## src/rtl/mips_issuer_if.sv

```systemverilog
// Bundle between the program loader, the issuer and the executor.
// The master side is the loader/executor; the slave side is mips_issuer.
interface mips_issuer_if;
    localparam int unsigned IW = 32;
    localparam int unsigned DW = 16;
    localparam int unsigned FW = 4;

    logic          load_valid;
    logic [2:0]    load_op;
    logic [2:0]    load_rs;
    logic [2:0]    load_rt;
    logic [2:0]    load_rd;
    logic [DW-1:0] load_imm;
    logic          load_ready;
    logic          start;
    logic          instr_valid;
    logic [IW-1:0] instr;
    logic          resp_valid;
    logic          resp_fail;
    logic [DW-1:0] resp_r0, resp_r1, resp_r2, resp_r3, resp_r4, resp_r5;
    logic          busy;
    logic          done;
    logic          timeout;
    logic [FW-1:0] fail_count;
    logic [DW-1:0] res_0, res_1, res_2, res_3, res_4, res_5;

    modport master (
        output load_valid, load_op, load_rs, load_rt, load_rd, load_imm, start,
        output resp_valid, resp_fail, resp_r0, resp_r1, resp_r2, resp_r3, resp_r4, resp_r5,
        input  load_ready, instr_valid, instr, busy, done, timeout, fail_count,
        input  res_0, res_1, res_2, res_3, res_4, res_5
    );

    modport slave (
        input  load_valid, load_op, load_rs, load_rt, load_rd, load_imm, start,
        input  resp_valid, resp_fail, resp_r0, resp_r1, resp_r2, resp_r3, resp_r4, resp_r5,
        output load_ready, instr_valid, instr, busy, done, timeout, fail_count,
        output res_0, res_1, res_2, res_3, res_4, res_5
    );
endinterface

```

## src/rtl/mips_issuer.sv

```systemverilog
// Buffers up to 8 encoded MIPS instructions, issues them back-to-back on start,
// then collects executor responses with a drain timeout.
module mips_issuer (
    input  logic         clk,
    input  logic         rst,
    mips_issuer_if.slave bus
);
    localparam int unsigned IW    = 32;
    localparam int unsigned DW    = 16;
    localparam int unsigned DEPTH = 8;
    localparam int unsigned PW    = 3;
    localparam int unsigned CW    = 4;
    localparam int unsigned TW    = 3;
    localparam int unsigned NRES  = 6;
    localparam logic [TW-1:0] TMAX = TW'(7);

    typedef enum logic [1:0] {S_IDLE, S_ISSUE, S_DRAIN, S_DONE} state_t;
    typedef enum logic [2:0] {OP_ADD, OP_AND, OP_OR, OP_NOR, OP_SLL, OP_SRL, OP_ADDI, OP_ILL} op_t;

    function automatic logic [4:0] map_reg(input logic [2:0] idx);
        case (idx)
            3'd0:    map_reg = 5'd17;
            3'd1:    map_reg = 5'd18;
            3'd2:    map_reg = 5'd8;
            3'd3:    map_reg = 5'd23;
            3'd4:    map_reg = 5'd31;
            3'd5:    map_reg = 5'd16;
            default: map_reg = 5'd0;
        endcase
    endfunction

    function automatic logic [IW-1:0] encode(input logic [2:0] op, input logic [2:0] rs,
                                             input logic [2:0] rt, input logic [2:0] rd,
                                             input logic [DW-1:0] imm);
        logic [4:0] s;
        logic [4:0] t;
        logic [4:0] d;
        s = map_reg(rs);
        t = map_reg(rt);
        d = map_reg(rd);
        case (op_t'(op))
            OP_ADD:  encode = {6'b000000, s, t, d, 5'b00000, 6'b100000};
            OP_AND:  encode = {6'b000000, s, t, d, 5'b00000, 6'b100100};
            OP_OR:   encode = {6'b000000, s, t, d, 5'b00000, 6'b100101};
            OP_NOR:  encode = {6'b000000, s, t, d, 5'b00000, 6'b100111};
            OP_SLL:  encode = {6'b000000, 5'b00000, t, d, imm[4:0], 6'b000000};
            OP_SRL:  encode = {6'b000000, 5'b00000, t, d, imm[4:0], 6'b000010};
            OP_ADDI: encode = {6'b001000, s, t, imm};
            default: encode = {6'b111111, 26'b0};
        endcase
    endfunction

    state_t        r_state;
    state_t        w_state_nxt;
    logic [IW-1:0] r_mem [DEPTH];
    logic [PW-1:0] r_wr_ptr;
    logic [PW-1:0] r_rd_ptr;
    logic [CW-1:0] r_count;
    logic [CW-1:0] w_count_nxt;
    logic          r_load_ready;
    logic          r_instr_valid;
    logic [IW-1:0] r_instr;
    logic [CW-1:0] r_issue_cnt;
    logic [CW-1:0] r_resp_cnt;
    logic [CW-1:0] w_resp_cnt_nxt;
    logic [CW-1:0] r_fail_cnt;
    logic [TW-1:0] r_timer;
    logic          r_timeout;
    logic          r_done;
    logic          r_busy;
    logic [DW-1:0] r_res [NRES];
    logic [DW-1:0] w_resp_vals [NRES];
    logic          w_push;
    logic          w_pop;
    logic          w_start_acc;
    logic          w_resp;
    logic          w_timeout_exit;

    assign w_resp_vals[0] = bus.resp_r0;
    assign w_resp_vals[1] = bus.resp_r1;
    assign w_resp_vals[2] = bus.resp_r2;
    assign w_resp_vals[3] = bus.resp_r3;
    assign w_resp_vals[4] = bus.resp_r4;
    assign w_resp_vals[5] = bus.resp_r5;

    // load_ready is only ever high in IDLE, so a push implies IDLE
    assign w_push         = bus.load_valid && r_load_ready;
    assign w_pop          = (r_state == S_ISSUE);
    assign w_start_acc    = (r_state == S_IDLE) && bus.start && (r_count != '0);
    assign w_resp         = bus.resp_valid && ((r_state == S_ISSUE) || (r_state == S_DRAIN));
    assign w_resp_cnt_nxt = w_resp ? (r_resp_cnt + CW'(1)) : r_resp_cnt;
    assign w_count_nxt    = r_count + CW'(w_push) - CW'(w_pop);

    always_comb begin
        w_state_nxt    = r_state;
        w_timeout_exit = 1'b0;
        case (r_state)
            S_IDLE:  if (w_start_acc) w_state_nxt = S_ISSUE;
            S_ISSUE: if (r_count == CW'(1)) w_state_nxt = S_DRAIN;
            S_DRAIN: begin
                if (w_resp_cnt_nxt == r_issue_cnt) begin
                    w_state_nxt = S_DONE;
                end else if (!w_resp && (r_timer == TMAX)) begin
                    w_state_nxt    = S_DONE;
                    w_timeout_exit = 1'b1;
                end
            end
            S_DONE:  w_state_nxt = S_IDLE;
            default: w_state_nxt = S_IDLE;
        endcase
    end

    // Storage is not reset; emptiness is tracked by r_count alone
    always_ff @(posedge clk) begin
        if (w_push) begin
            r_mem[r_wr_ptr] <= encode(bus.load_op, bus.load_rs, bus.load_rt, bus.load_rd, bus.load_imm);
        end
    end

    always_ff @(posedge clk or posedge rst) begin
        if (rst) begin
            r_state       <= S_IDLE;
            r_wr_ptr      <= '0;
            r_rd_ptr      <= '0;
            r_count       <= '0;
            r_load_ready  <= 1'b1;
            r_instr_valid <= 1'b0;
            r_instr       <= '0;
            r_issue_cnt   <= '0;
            r_resp_cnt    <= '0;
            r_fail_cnt    <= '0;
            r_timer       <= '0;
            r_timeout     <= 1'b0;
            r_done        <= 1'b0;
            r_busy        <= 1'b0;
            for (int i = 0; i < int'(NRES); i++) r_res[i] <= '0;
        end else begin
            r_state       <= w_state_nxt;
            r_count       <= w_count_nxt;
            r_load_ready  <= (w_state_nxt == S_IDLE) && (w_count_nxt != CW'(DEPTH));
            r_done        <= (w_state_nxt == S_DONE);
            r_busy        <= (w_state_nxt != S_IDLE);
            r_instr_valid <= w_pop;
            r_instr       <= w_pop ? r_mem[r_rd_ptr] : '0;
            if (w_push) r_wr_ptr <= r_wr_ptr + PW'(1);
            if (w_pop)  r_rd_ptr <= r_rd_ptr + PW'(1);

            // Timer only runs in DRAIN while no response arrives
            if ((r_state == S_DRAIN) && !w_resp && (r_timer != TMAX)) r_timer <= r_timer + TW'(1);
            else                                                     r_timer <= '0;

            if (w_start_acc) begin
                r_issue_cnt <= '0;
                r_resp_cnt  <= '0;
                r_fail_cnt  <= '0;
                r_timeout   <= 1'b0;
                for (int i = 0; i < int'(NRES); i++) r_res[i] <= '0;
            end else begin
                if (w_pop) r_issue_cnt <= r_issue_cnt + CW'(1);
                if (w_resp) begin
                    r_resp_cnt <= w_resp_cnt_nxt;
                    if (bus.resp_fail) r_fail_cnt <= r_fail_cnt + CW'(1);
                    for (int i = 0; i < int'(NRES); i++) r_res[i] <= w_resp_vals[i];
                end
                if (w_timeout_exit) r_timeout <= 1'b1;
            end
        end
    end

    assign bus.load_ready  = r_load_ready;
    assign bus.instr_valid = r_instr_valid;
    assign bus.instr       = r_instr;
    assign bus.busy        = r_busy;
    assign bus.done        = r_done;
    assign bus.timeout     = r_timeout;
    assign bus.fail_count  = r_fail_cnt;
    assign bus.res_0       = r_res[0];
    assign bus.res_1       = r_res[1];
    assign bus.res_2       = r_res[2];
    assign bus.res_3       = r_res[3];
    assign bus.res_4       = r_res[4];
    assign bus.res_5       = r_res[5];
endmodule

```

## src/flat_wrapper.sv

```systemverilog
// flat-port wrapper written by rule: the top's interface ports become plain ports
module mips_issuer_flat 
  (clk, rst, bus_load_valid, bus_load_op, bus_load_rs, bus_load_rt, bus_load_rd, bus_load_imm, bus_start, bus_resp_valid, bus_resp_fail, bus_resp_r0, bus_resp_r1, bus_resp_r2, bus_resp_r3, bus_resp_r4, bus_resp_r5, bus_load_ready, bus_instr_valid, bus_instr, bus_busy, bus_done, bus_timeout, bus_fail_count, bus_res_0, bus_res_1, bus_res_2, bus_res_3, bus_res_4, bus_res_5);
  mips_issuer_if bus_i ();
  input  logic clk;
  input  logic rst;
  input wire logic [$bits(bus_i.load_valid)-1:0] bus_load_valid;
  input wire logic [$bits(bus_i.load_op)-1:0] bus_load_op;
  input wire logic [$bits(bus_i.load_rs)-1:0] bus_load_rs;
  input wire logic [$bits(bus_i.load_rt)-1:0] bus_load_rt;
  input wire logic [$bits(bus_i.load_rd)-1:0] bus_load_rd;
  input wire logic [$bits(bus_i.load_imm)-1:0] bus_load_imm;
  input wire logic [$bits(bus_i.start)-1:0] bus_start;
  input wire logic [$bits(bus_i.resp_valid)-1:0] bus_resp_valid;
  input wire logic [$bits(bus_i.resp_fail)-1:0] bus_resp_fail;
  input wire logic [$bits(bus_i.resp_r0)-1:0] bus_resp_r0;
  input wire logic [$bits(bus_i.resp_r1)-1:0] bus_resp_r1;
  input wire logic [$bits(bus_i.resp_r2)-1:0] bus_resp_r2;
  input wire logic [$bits(bus_i.resp_r3)-1:0] bus_resp_r3;
  input wire logic [$bits(bus_i.resp_r4)-1:0] bus_resp_r4;
  input wire logic [$bits(bus_i.resp_r5)-1:0] bus_resp_r5;
  output wire logic [$bits(bus_i.load_ready)-1:0] bus_load_ready;
  output wire logic [$bits(bus_i.instr_valid)-1:0] bus_instr_valid;
  output wire logic [$bits(bus_i.instr)-1:0] bus_instr;
  output wire logic [$bits(bus_i.busy)-1:0] bus_busy;
  output wire logic [$bits(bus_i.done)-1:0] bus_done;
  output wire logic [$bits(bus_i.timeout)-1:0] bus_timeout;
  output wire logic [$bits(bus_i.fail_count)-1:0] bus_fail_count;
  output wire logic [$bits(bus_i.res_0)-1:0] bus_res_0;
  output wire logic [$bits(bus_i.res_1)-1:0] bus_res_1;
  output wire logic [$bits(bus_i.res_2)-1:0] bus_res_2;
  output wire logic [$bits(bus_i.res_3)-1:0] bus_res_3;
  output wire logic [$bits(bus_i.res_4)-1:0] bus_res_4;
  output wire logic [$bits(bus_i.res_5)-1:0] bus_res_5;
  assign bus_i.load_valid = bus_load_valid;
  assign bus_i.load_op = bus_load_op;
  assign bus_i.load_rs = bus_load_rs;
  assign bus_i.load_rt = bus_load_rt;
  assign bus_i.load_rd = bus_load_rd;
  assign bus_i.load_imm = bus_load_imm;
  assign bus_i.start = bus_start;
  assign bus_i.resp_valid = bus_resp_valid;
  assign bus_i.resp_fail = bus_resp_fail;
  assign bus_i.resp_r0 = bus_resp_r0;
  assign bus_i.resp_r1 = bus_resp_r1;
  assign bus_i.resp_r2 = bus_resp_r2;
  assign bus_i.resp_r3 = bus_resp_r3;
  assign bus_i.resp_r4 = bus_resp_r4;
  assign bus_i.resp_r5 = bus_resp_r5;
  assign bus_load_ready = bus_i.load_ready;
  assign bus_instr_valid = bus_i.instr_valid;
  assign bus_instr = bus_i.instr;
  assign bus_busy = bus_i.busy;
  assign bus_done = bus_i.done;
  assign bus_timeout = bus_i.timeout;
  assign bus_fail_count = bus_i.fail_count;
  assign bus_res_0 = bus_i.res_0;
  assign bus_res_1 = bus_i.res_1;
  assign bus_res_2 = bus_i.res_2;
  assign bus_res_3 = bus_i.res_3;
  assign bus_res_4 = bus_i.res_4;
  assign bus_res_5 = bus_i.res_5;
  mips_issuer u_core (.clk(clk), .rst(rst), .bus(bus_i));
endmodule
```

## config.mk

```make
export PLATFORM = sky130hd
export DESIGN_NAME = mips_issuer_flat
export DESIGN_NICKNAME = d
export VERILOG_FILES = /design/src/rtl/mips_issuer_if.sv /design/src/rtl/mips_issuer.sv /design/src/flat_wrapper.sv
export SDC_FILE = /design/constraint.sdc
export NUM_CORES = 1
export LEC_CHECK = 0
export CORE_UTILIZATION = 57
export DETAILED_ROUTE_END_ITERATION = 7
export GPL_TIMING_DRIVEN = 0
export PLACE_DENSITY = 0.84
export RECOVER_POWER = 50
export SLEW_MARGIN = 20
export SYNTH_ARGS = -nofsm -noshare
export SYNTH_HDL_FRONTEND = slang
export SYNTH_SLANG_ARGS = --single-unit
```

## constraint.sdc

```tcl
create_clock -name clk -period 9.49 [get_ports clk]
set_input_delay 0.949 -clock clk [delete_from_list [all_inputs] [get_ports clk]]
set_output_delay 0.949 -clock clk [all_outputs]
set_load 0.02 [all_outputs]
```

==> qor.json, run 1 <==
{
  "run_status": "finished, violations left",
  "violations": "capacitance limit, slew limit",
  "hold_start": "u_core.r_timer[0]$_DFF_PP0_",
  "globalplace.congestion": 0.927,
  "synth_simple_gate_area_share": 0.0914,
  "slew_of_the_pin_with_the_lowest_slew_margin_ns": 2.64,
  "final_cell_area_um2": 19800,
  "final_common_cell": "sky130_fd_sc_hd__clkdlybuf4s50_1",
  "cts_tree": "built",
  "synth_async_sr_flop_share": 0.411,
  "worst_path_max_delay_cell": "sky130_fd_sc_hd__clkbuf_1",
  "setup.worst_path.class": "input pin to flop",
  "design.core.area_um2": 26100,
  "critical_path.endpoint_type": "flop",
  "grt_first_pass_wirelength_um": 56900,
  "share_of_the_synthesized_area_in_compound_gates_ao_oa_aoi_oai": 0.0492,
  "cap_violations": 6,
  "setup_tns_ns": 0,
  "synth_xor_xnor_area_share": 0.0127,
  "viasPerCell": 5.72,
  "postPlaceCellArea_um2": 18500,
  "drt-pass1-iter-count": 5,
  "final_nets": 1511,
  "power_per_cell_area_nw_per_um2": 326,
  "worst_r2r_startpoint": "u_core.bus.load_ready$_DFF_PP1_",
  "drt_iter0_drc": 892,
  "ant_nets": 0,
  "synth_top_family_by_area": "multiplexers",
  "setup_violations": 0,
  "crit-reg2reg-capture": "u_core.r_mem[4][20]$_DFFE_PP_",
  "post_route_hold_slack_ns": 0.475,
  "fp.dieW_um": 165,
  "synthesized_area_fraction_occupied_by_adder_cells": 0.0145,
  "initial_utilization": 0.581,
  "rrSetupSlack_ns": 6.29,
  "total_drc_errors_in_the_routed_layout": 0,
  "finClkSkew_ns": 0.0264,
  "fillCellCount": 1570,
  "hold-path-endpoint": "u_core.r_timer[0]$_DFF_PP0_",
  "ctsResizeCount": 0,
  "yosysWarnings": 0,
  "routedWlPerCell_um": 22.3,
  "drv_slew": 131,
  "type_of_element_launching_the_critical_path": "input pin",
  "post_synth_inst_count": 1043,
  "peak_supply_drop_uv": 269,
  "p_leak_nw": 7.59,
  "cts_htree_levels": 2,
  "final_hold_viol_count": 0,
  "vias": 9956,
  "final_period_minus_worst_setup_slack_ns": 3.63,
  "synth-edff-count": 224,
  "synthMuxAreaShare": 0.105,
  "critical_path_s_largest_stage_delay_ns": 1.17,
  "area_growth_pct": 30.7,
  "max_slew_margin": -0.769,
  "fp.dieH_um": 165,
  "worstHoldPathCells": 1,
  "die_area_um2": 27200,
  "rows": 59,
  "ys_dominant_reg_cell": "sky130_fd_sc_hd__edfxtp_1",
  "path_cells": "dlygate4sd3_1, nand2_1, or2_0, nor2_1, clkbuf_1",
  "worst_skew_pair.late_latency_ns": 0.53,
  "layout.cells.most_common_list": "sky130_fd_sc_hd__clkdlybuf4s50_1 (261), sky130_fd_sc_hd__edfxtp_1 (224), sky130_fd_sc_hd__nand2_1 (220)",
  "synth-seq-cells": 380,
  "cts_hold_repair.buffers": 0,
  "grt_antenna_before_repair": 7,
  "ios": 267,
  "root_buffer_cell": "sky130_fd_sc_hd__clkbuf_16",
  "number_of_buffers_created_by_cts": 39,
  "cp_data_arrival_time_ns": 3.74,
  "layout-drive-gt1-share": 0.118,
  "maximum_number_of_pins_on_one_net_before_global_route_repair": 103,
  "mean_instance_size_in_the_synthesized_netlist_um2": 14.5,
  "detailedPlacementHpwl_um": 26400,
  "number_of_distinct_standard_cells_referenced_by_the_synthesized_netlist": 51,
  "clk_sink_count": 380,
  "synth_sequential_area_ratio": 0.702,
  "buffer_ports.inserted": 266,
  "timing.critical_path.required_ns": 9.60,
  "gr-usage-all-layers": 0.289,
  "rsz0062_at_grt": "no",
  "setup_bufs_post_cts": 0,
  "min-delay-path-class": "flop to flop",
  "ff2ff_path_depth": 4,
  "grt_overflow": 0,
  "synth.net_count": 1190,
  "cts.clk_slew.worst_paths_ns": 0.06,
  "vias_in_the_first_global_route": 10069,
  "timing.final.crit_share": 0.383,
  "critPathMaxFanout": 21,
  "achievable-frequency_mhz": 275,
  "totalWireLength_um": 38800,
  "cts-root-to-sink-buffers": 3,
  "post_synth_instance_area_um2": 15100
}
cell usage after synthesis (all sizes together), types with 3 or more instances:
cell type	number	area, um^2
a21oi	123	619
and2	3	18.8
buf	36	231
clkbuf	24	90.1
dfrtp	155	3880
edfxtp	224	6730
ha	16	200
inv	16	60.1
mux2i	29	290
mux4	56	1280
nand2	220	826
nand2b	4	25.0
nand3	7	35.0
nor2	26	100
nor2b	42	263
nor3	6	30.0
o21ai	4	20.0
xnor2	10	87.6
xor2	12	105
registers in the layout (all words and copies together), names as in the netlist, 2 cells and up:
signal	flops
u_core.r_resp_cnt	4
u_core.bus.instr	28
u_core.r_mem	224
u_core.bus.res_4	16
u_core.bus.res_5	16
u_core.r_wr_ptr	3
u_core.bus.res_3	16
u_core.bus.fail_count	4
u_core.bus.res_0	16
u_core.bus.res_1	16
u_core.r_timer	3
u_core.bus.res_2	16
u_core.r_count	4
u_core.r_rd_ptr	3
u_core.r_issue_cnt	4
u_core.r_state	2
how the worst max path moves through the flow:
stage / start / to / slack [ns] / cells past startpoint
after floorplan: rst / u_core.bus.busy$_DFF_PP0_ / 4.34 / 1
after global placement: rst / u_core.bus.instr[6]$_DFF_PP0_ / 2.03 / 2
after detailed placement: bus_load_valid / u_core.r_mem[1][12]$_DFFE_PP_ / 6.15 / 7
after CTS: bus_load_valid / u_core.r_mem[1][7]$_DFFE_PP_ / 6.69 / 7
after global routing: bus_load_valid / u_core.r_mem[4][20]$_DFFE_PP_ / 5.73 / 5
final: bus_load_valid / u_core.r_mem[4][20]$_DFFE_PP_ / 5.86 / 5
cells by family (layout without fill, tap and decap cells):
group | Yosys count | in the layout
muxes | 87 | 87
adders and majority gates | 17 | 17
buffers and inverters | 76 | 426
DFF | 380 | 380
AOI/OAI and AO/OA | 141 | 141
xor gates and xnor gates | 22 | 22
other | 0 | 12
and+or+nand+nor | 320 | 320
metrics by stage:
stage	std cells	utilization	setup WS [ns]	power (W)
2_1_floorplan	1043	-	4.34	0.00387
3_3_place_gp	1644	0.700	2.03	0.00481
3_5_place_dp	1658	0.711	6.15	0.00494
4_1_cts	1728	0.762	6.69	0.00650
5_1_grt	1735	0.759	5.73	0.00676
6_report	1740	0.760	5.86	0.00646
metal layers:
metal,GRT usage,part of all wire,wire length (um)
met1,0.328,0.35,13600
met2,0.509,0.52,20300
met3,0.0558,0.082,3190
met4,0.164,0.045,1740
met5,0,0,0
cell type report:
type	count	area [um^2]	share of cell area
tap	335	419	0.0212
clock buffer	56	1140	0.0576
antenna	12	30.0	0.00152
clock inverter	14	170	0.00860
timing repair buffer	280	2890	0.146
inverter	16	61.3	0.00310
multi-input combinational	587	4140	0.209
buffer	60	317	0.0160
sequential	380	10600	0.537
report_power, final:
part / internal (W) / switching [W]
registers: 0.00216 / 0.000196
clock network: 0.000922 / 0.000621
logic: 0.00113 / 0.00143
critical path: cells and delay by family:
family        cells  cell delay [ns]
buf+inv           2             1.69
simple gates      3             1.08
No activity file was read; power rests on OpenSTA's default activity.
==> run 2, diff against run 1 <==
Settings changed: CORE_UTILIZATION 57 to 53, PLACE_DENSITY 0.84 to 0.79.
Clock period 9.49 ns to 3.5 ns, I/O delays scaled along.
==> qor.json, run 2 (synthesis results as in run 1) <==
{
  "run_status": "finished clean",
  "layout.cells.most_common_list": "sky130_fd_sc_hd__edfxtp_1 (224), sky130_fd_sc_hd__nand2_1 (220), sky130_fd_sc_hd__clkdlybuf4s50_1 (170)",
  "min-delay-path-class": "input pin to flop",
  "vias_in_the_first_global_route": {"value": 10009, "change": "-0.60%"},
  "setup_tns": {"value": 0, "unit": "ns", "change": "unchanged"},
  "maximum_number_of_pins_on_one_net_before_global_route_repair": {"value": 36, "change": "-65%"},
  "drt-pass1-iter-count": {"value": 5, "change": "unchanged"},
  "origin_of_the_worst_setup_path": "bus_load_op[1]",
  "dpl_worst_slack": {"value": 0.757, "unit": "ns", "change": "-5.39 ns"},
  "buffer_ports.inserted": {"value": 266, "change": "unchanged"},
  "detailedPlacementHpwl": {"value": 26300, "unit": "um", "change": "-0.19%"},
  "initial_utilization": {"value": 0.542, "change": "-0.0390"},
  "cp_data_arrival_time": {"value": 2.66, "unit": "ns", "change": "-1.08 ns"},
  "drt_iter0_drc": {"value": 668, "change": "-25%"},
  "cts_hold_repair.buffers": {"value": 0, "change": "unchanged"},
  "layout-drive-gt1-share": {"value": 0.119, "change": "+0.00101"},
  "root_buffer_cell": "sky130_fd_sc_hd__clkbuf_16",
  "postPlaceCellArea": {"value": 18600, "unit": "um^2", "change": "+0.60%"},
  "finalWorstSetupSlack": {"value": 1.02, "unit": "ns", "change": "-4.84 ns"},
  "final_cell_area": {"value": 19800, "unit": "um^2", "change": "+0.20%"},
  "final_period_minus_worst_setup_slack_ns": 2.48,
  "critical_path_s_largest_stage_delay": {"value": 0.83, "unit": "ns", "change": "-0.34 ns"},
  "cap_violations": {"value": 0, "change": "-6"},
  "finClkSkew": {"value": 0.0159, "unit": "ns", "change": "-0.0104 ns"},
  "gr-usage-all-layers": {"value": 0.260, "change": "-0.0283"},
  "peak_supply_drop": {"value": 514, "unit": "uV", "change": "+91%"},
  "cts_tree": "built",
  "largest_register_ff_count": {"value": 224, "change": "unchanged"},
  "dp_cells": {"value": 1705, "change": "+2.8%"},
  "largest-register": "u_core.r_mem",
  "max_slew_margin": {"value": 0.0793, "change": "+0.848"},
  "rows": {"value": 61, "change": "+3.4%"},
  "p_leak": {"value": 7.83, "unit": "nW", "change": "+3.2%"},
  "vias": {"value": 9861, "change": "-0.95%"},
  "viasPerCell": {"value": 5.54, "change": "-3.2%"},
  "rsz0062_at_grt": "no",
  "slew_of_the_pin_with_the_lowest_slew_margin": {"value": 1.37, "unit": "ns", "change": "-1.27 ns"},
  "setup.worst_path.class": "input pin to flop",
  "clk_sink_count": {"value": 380, "change": "unchanged"},
  "worst_skew_pair.late_latency": {"value": 0.53, "unit": "ns", "change": "about the same"},
  "totalWireLength": {"value": 37800, "unit": "um", "change": "-2.5%"},
  "final_cells": {"value": 1780, "change": "+2.3%"},
  "timing.critical_path.required": {"value": 3.68, "unit": "ns", "change": "-5.92 ns"},
  "design.core.area": {"value": 27900, "unit": "um^2", "change": "+7.2%"},
  "final_common_cell": "sky130_fd_sc_hd__edfxtp_1",
  "ant_nets": {"value": 0, "change": "unchanged"},
  "setup_bufs_post_cts": {"value": 0, "change": "unchanged"},
  "drv_slew": {"value": 0, "change": "-100%"},
  "ctsResizeCount": {"value": 0, "change": "unchanged"},
  "achievable-frequency_mhz": 402,
  "critPathMaxFanout": {"value": 13, "change": "-38%"},
  "final_hold_viol_count": {"value": 0, "change": "unchanged"},
  "worst_path_max_delay_cell": "sky130_fd_sc_hd__nor2_1",
  "area_growth_pct": 30.9,
  "critical-path-top-delay-family": "simple AND/OR/NAND/NOR gates",
  "critical_path.endpoint_type": "flop",
  "grt_first_pass_wirelength": {"value": 56100, "unit": "um", "change": "-1.4%"},
  "timing.final.crit_share": 0.710,
  "cts.clk_slew.worst_paths": {"value": 0.06, "unit": "ns", "change": "about the same"},
  "cp_num_buf_inv": {"value": 2, "change": "unchanged"},
  "number_of_buffers_created_by_cts": {"value": 39, "change": "unchanged"},
  "cts-root-to-sink-buffers": {"value": 3, "change": "unchanged"},
  "fp.dieH": {"value": 171, "unit": "um", "change": "+3.7%"},
  "fp.dieW": {"value": 171, "unit": "um", "change": "+3.7%"},
  "setup_violations": {"value": 0, "change": "unchanged"},
  "routedWlPerCell": {"value": 21.3, "unit": "um", "change": "-4.7%"},
  "globalplace.congestion": {"value": 0.811, "change": "-13%"},
  "final_nets": {"value": 1515, "change": "+0.26%"},
  "die_area": {"value": 29300, "unit": "um^2", "change": "+7.5%"},
  "cts_htree_levels": {"value": 2, "change": "unchanged"},
  "grt_overflow": {"value": 0, "change": "unchanged"},
  "worst_r2r_startpoint": "u_core.bus.load_ready$_DFF_PP1_",
  "path_cells": "dlygate4sd3_1, clkbuf_1, nand2_1, nor2_1, a21oi_1",
  "type_of_element_launching_the_critical_path": "input pin",
  "total_drc_errors_in_the_routed_layout": {"value": 0, "change": "unchanged"},
  "hold_start": "bus_resp_r3[5]",
  "ios": {"value": 267, "change": "unchanged"},
  "power_per_cell_area": {"value": 865, "unit": "nW/um^2", "change": "+160%"},
  "grt_antenna_before_repair": {"value": 4, "change": "-3"}
}
-- run 2: cell count changes in the layout (fill, tap and decap cells not counted), sizes merged --
cell | before | now
clkinvlp | 5 | 3
clkinv | 6 | 12
diode | 12 | 4
dlygate4sd3 | 5 | 96
buf | 45 | 50
clkbuf | 85 | 81
clkdlybuf4s50 | 261 | 170
-- run 2: worst paths after layout --
path / end / slack [ns] / cells past startpoint
min in group asynchronous: u_core.bus.res_1[7]$_DFFE_PP0P_ / 0.59 / 2
hold reg to reg: u_core.r_timer[0]$_DFF_PP0_ / 0.44 / 1
max in group asynchronous: u_core.r_wr_ptr[0]$_DFFE_PP0P_ / 1.06 / 4
setup / recovery: u_core.r_mem[0][20]$_DFFE_PP_ / 1.02 / 5
setup reg to reg: u_core.r_mem[6][2]$_DFFE_PP_ / 1.11 / 4
hold / removal: u_core.bus.res_3[5]$_DFFE_PP0P_ / 0.37 / 3
-- run 2: where the power goes --
| part | switching [W] | internal, W | total, W |
|---|---|---|---|
| logic | 0.00383 | 0.00291 | 0.00673 |
| clock network | 0.00167 | 0.00239 | 0.00407 |
| registers | 0.000499 | 0.00585 | 0.00635 |
-- run 2: worst reg2reg max path: stages, from the launching register on --
cell,delay (ns)
sky130_fd_sc_hd__dfstp_2,0.53
sky130_fd_sc_hd__nand2_1,0.10
sky130_fd_sc_hd__or2_0,0.34
sky130_fd_sc_hd__nor2_1,0.81
sky130_fd_sc_hd__buf_12,0.28
-- run 2: cell type report --
type | count | area (um^2)
repair buffers | 284 | 2930
inverters | 16 | 61.3
clock inverters | 18 | 178
flip-flops and latches | 380 | 10600
plain buffers | 60 | 319
multi-input cells | 587 | 4160
well taps | 378 | 473
clock buffers | 53 | 1080
fillers | 1825 | 8100
diodes | 4 | 10.0
-- run 2: layer usage --
metal,vias up,share of wire,GRT usage
met2,433,0.52,0.461
li1,4417,-,-
met5,-,0,0
met3,89,0.081,0.0548
met4,0,0.037,0.114
met1,4922,0.37,0.306
-- run 2: metrics by stage --
| stage | utilization | hold WS (ns) | total power, W |
|---|---|---|---|
| after floorplan | - | 0.416 | 0.0105 |
| after global placement | 0.655 | 0.434 | 0.0131 |
| after detailed placement | 0.668 | 0.434 | 0.0134 |
| after CTS | 0.713 | 0.291 | 0.0175 |
| after global routing | 0.710 | 0.361 | 0.0180 |
| final | 0.710 | 0.370 | 0.0172 |
==> run 3, diff against run 2 <==
Clock period 3.5 ns to 2.3 ns, I/O delays scaled along.
==> qor.json, run 3 (synthesis results as in run 1) <==
{
  "largest-register": "u_core.r_mem",
  "setup_tns": {"value": 0, "unit": "ns", "change": "unchanged"},
  "vias_in_the_first_global_route": {"value": 9966, "change": "-0.43%"},
  "final_period_minus_worst_setup_slack_ns": 2.15,
  "cts-root-to-sink-buffers": {"value": 3, "change": "unchanged"},
  "routedWlPerCell": {"value": 21.4, "unit": "um", "change": "+0.50%"},
  "layout-drive-gt1-share": {"value": 0.130, "change": "+0.0109"},
  "layout.cells.most_common_list": "sky130_fd_sc_hd__edfxtp_1 (224), sky130_fd_sc_hd__nand2_1 (219), sky130_fd_sc_hd__dfrtp_1 (155)",
  "grt.busiest_layer": "met2",
  "timing.final.crit_share": 0.933,
  "cap_violations": {"value": 0, "change": "unchanged"},
  "timing.critical_path.required": {"value": 2.74, "unit": "ns", "change": "-0.94 ns"},
  "grt_overflow": {"value": 0, "change": "unchanged"},
  "run_status": "finished clean",
  "largest_register_ff_count": {"value": 224, "change": "unchanged"},
  "number_of_buffers_created_by_cts": {"value": 39, "change": "unchanged"},
  "worst_skew_pair.late_latency": {"value": 0.52, "unit": "ns", "change": "about the same"},
  "fin_util": {"value": 0.717, "change": "+0.00658"},
  "post_route_hold_slack": {"value": 0.244, "unit": "ns", "change": "-0.126 ns"},
  "design.core.area": {"value": 27900, "unit": "um^2", "change": "unchanged"},
  "cts.clk_slew.worst_paths": {"value": 0.06, "unit": "ns", "change": "about the same"},
  "multi_input_comb_area": {"value": 4210, "unit": "um^2", "change": "+1.2%"},
  "ios": {"value": 267, "change": "unchanged"},
  "detailedPlacementHpwl": {"value": 26100, "unit": "um", "change": "-0.83%"},
  "drv_slew": {"value": 0, "change": "unchanged"},
  "cp_data_arrival_time": {"value": 2.58, "unit": "ns", "change": "-0.08 ns"},
  "fp.dieW": {"value": 171, "unit": "um", "change": "unchanged"},
  "grt_antenna_before_repair": {"value": 10, "change": "+6"},
  "hold_start": "bus_resp_r5[15]",
  "final_common_cell": "sky130_fd_sc_hd__edfxtp_1",
  "area_growth_pct": 32.1,
  "p_leak": {"value": 8.00, "unit": "nW", "change": "+2.1%"},
  "peak_supply_drop": {"value": 784, "unit": "uV", "change": "+53%"},
  "buffer_ports.inserted": {"value": 266, "change": "unchanged"},
  "power_per_cell_area": {"value": 1320, "unit": "nW/um^2", "change": "+53%"},
  "grt_first_pass_wirelength": {"value": 56000, "unit": "um", "change": "-0.11%"},
  "critPathMaxFanout": {"value": 4, "change": "-9"},
  "globalplace.congestion": {"value": 0.837, "change": "+3.2%"},
  "grt.met2_usage": {"value": 0.439, "change": "-0.0216"},
  "final_nets": {"value": 1514, "change": "-0.066%"},
  "slew_of_the_pin_with_the_lowest_slew_margin": {"value": 1.19, "unit": "ns", "change": "-0.179 ns"},
  "type_of_element_launching_the_critical_path": "flop",
  "drt-pass1-iter-count": {"value": 5, "change": "unchanged"},
  "achievable-frequency_mhz": 466,
  "cts_tree": "built",
  "setup_violations": {"value": 0, "change": "unchanged"},
  "worstHoldPathCells": {"value": 3, "change": "unchanged"},
  "critical_path.endpoint_type": "flop",
  "total_drc_errors_in_the_routed_layout": {"value": 0, "change": "unchanged"},
  "final_hold_viol_count": {"value": 0, "change": "unchanged"},
  "rsz0062_at_grt": "no",
  "finClkSkew": {"value": 0.0129, "unit": "ns", "change": "-0.00305 ns"},
  "worst_r2r_startpoint": "u_core.r_state[1]$_DFF_PP0_",
  "fp.dieH": {"value": 171, "unit": "um", "change": "unchanged"},
  "final-seq-area": {"value": 10600, "unit": "um^2", "change": "unchanged"},
  "min-delay-path-class": "input pin to flop",
  "gr-usage-all-layers": {"value": 0.261, "change": "+0.000694"},
  "totalWireLength": {"value": 38100, "unit": "um", "change": "+0.78%"},
  "rrSetupSlack": {"value": 0.15, "unit": "ns", "change": "-0.96 ns"},
  "cts_htree_levels": {"value": 2, "change": "unchanged"},
  "fillCellCount": {"value": 1821, "change": "-0.22%"},
  "die_area": {"value": 29300, "unit": "um^2", "change": "unchanged"},
  "maximum_number_of_pins_on_one_net_before_global_route_repair": {"value": 36, "change": "unchanged"},
  "vias": {"value": 9911, "change": "+0.51%"},
  "root_buffer_cell": "sky130_fd_sc_hd__clkbuf_16",
  "origin_of_the_worst_setup_path": "u_core.r_state[1]$_DFF_PP0_",
  "viasPerCell": {"value": 5.55, "change": "+0.23%"},
  "global_route.usage.met3": {"value": 0.0648, "change": "+0.00995"},
  "initial_utilization": {"value": 0.542, "change": "unchanged"},
  "clk_sink_count": {"value": 380, "change": "unchanged"},
  "setup.worst_path.class": "flop to flop",
  "groute.layer.met1.usage": {"value": 0.306, "change": "about the same"},
  "final_cells": {"value": 1785, "change": "+0.28%"},
  "drt_iter0_drc": {"value": 775, "change": "+16%"},
  "max_slew_margin": {"value": 0.203, "change": "+0.123"},
  "ant_nets": {"value": 0, "change": "unchanged"},
  "rows": {"value": 61, "change": "unchanged"},
  "ff2ff_path_depth": {"value": 10, "change": "+6"},
  "dp_cells": {"value": 1702, "change": "-0.18%"}
}
==> run 3: metrics by stage <==
| step | power (W) | worst slack (ns) | instance area, um^2 |
|---|---|---|---|
| final | 0.0265 | 0.155 | 20000 |
| after global routing | 0.0278 | 0.00749 | 20000 |
| after CTS | 0.0270 | 0.0786 | 20000 |
| after detailed placement | 0.0203 | -0.318 | 18700 |
| after global placement | 0.0199 | -1.59 | 18300 |
| after floorplan | 0.0160 | -0.337 | 15200 |
==> run 3: final timing paths <==
check                                                   end
setup / recovery            u_core.bus.load_ready$_DFF_PP1_
setup reg to reg            u_core.bus.load_ready$_DFF_PP1_
min in group asynchronous  u_core.bus.res_2[15]$_DFFE_PP0P_
max in group asynchronous    u_core.bus.instr[13]$_DFF_PP0_
hold reg to reg                 u_core.r_timer[0]$_DFF_PP0_
hold / removal             u_core.bus.res_5[15]$_DFFE_PP0P_
==> run 3: what timing repair did <==
| action | in CTS | in global routing |
|---|---|---|
| pin swaps | 2 | 2 |
| hold buffers | 0 | 0 |
| gates cloned | 0 | 0 |
| buffers inserted | 2 | 0 |
| gates resized for setup | 0 | 3 |
| endpoints found under the setup margin | 24 | 2 |
==> run 3: routing by layer <==
metal / wire length, um / vias up
met5: 0 / -
met4: 1720 / 0
met3: 3040 / 106
met2: 19300 / 443
met1: 14100 / 4946
li1: - / 4416
==> run 3: worst max-delay path, cell delays in order (launching register included) <==
cell                      delay (ns)
sky130_fd_sc_hd__dfrtp_1        0.41
sky130_fd_sc_hd__inv_1          0.11
sky130_fd_sc_hd__ha_1           0.23
sky130_fd_sc_hd__ha_1           0.25
sky130_fd_sc_hd__inv_1          0.05
sky130_fd_sc_hd__ha_1           0.16
sky130_fd_sc_hd__inv_1          0.06
sky130_fd_sc_hd__fa_1           0.50
sky130_fd_sc_hd__inv_1          0.05
sky130_fd_sc_hd__nor3_2         0.17
sky130_fd_sc_hd__a21oi_2        0.08
==> run 3: power breakdown <==
| group | internal (W) | total (W) | switching, W |
|---|---|---|---|
| logic | 0.00438 | 0.0103 | 0.00590 |
| registers | 0.00891 | 0.00966 | 0.000753 |
| clock network | 0.00399 | 0.00656 | 0.00257 |
| total | 0.0173 | 0.0265 | 0.00923 |
==> run 3: area by class of cell <==
type,instances,area share
antenna,11,0.00138
clock inverter,17,0.0110
buffer,60,0.0160
timing repair buffer,283,0.148
tap,378,0.0236
multi-input combinational,587,0.210
clock buffer,53,0.0560
inverter,16,0.00306
sequential,380,0.531
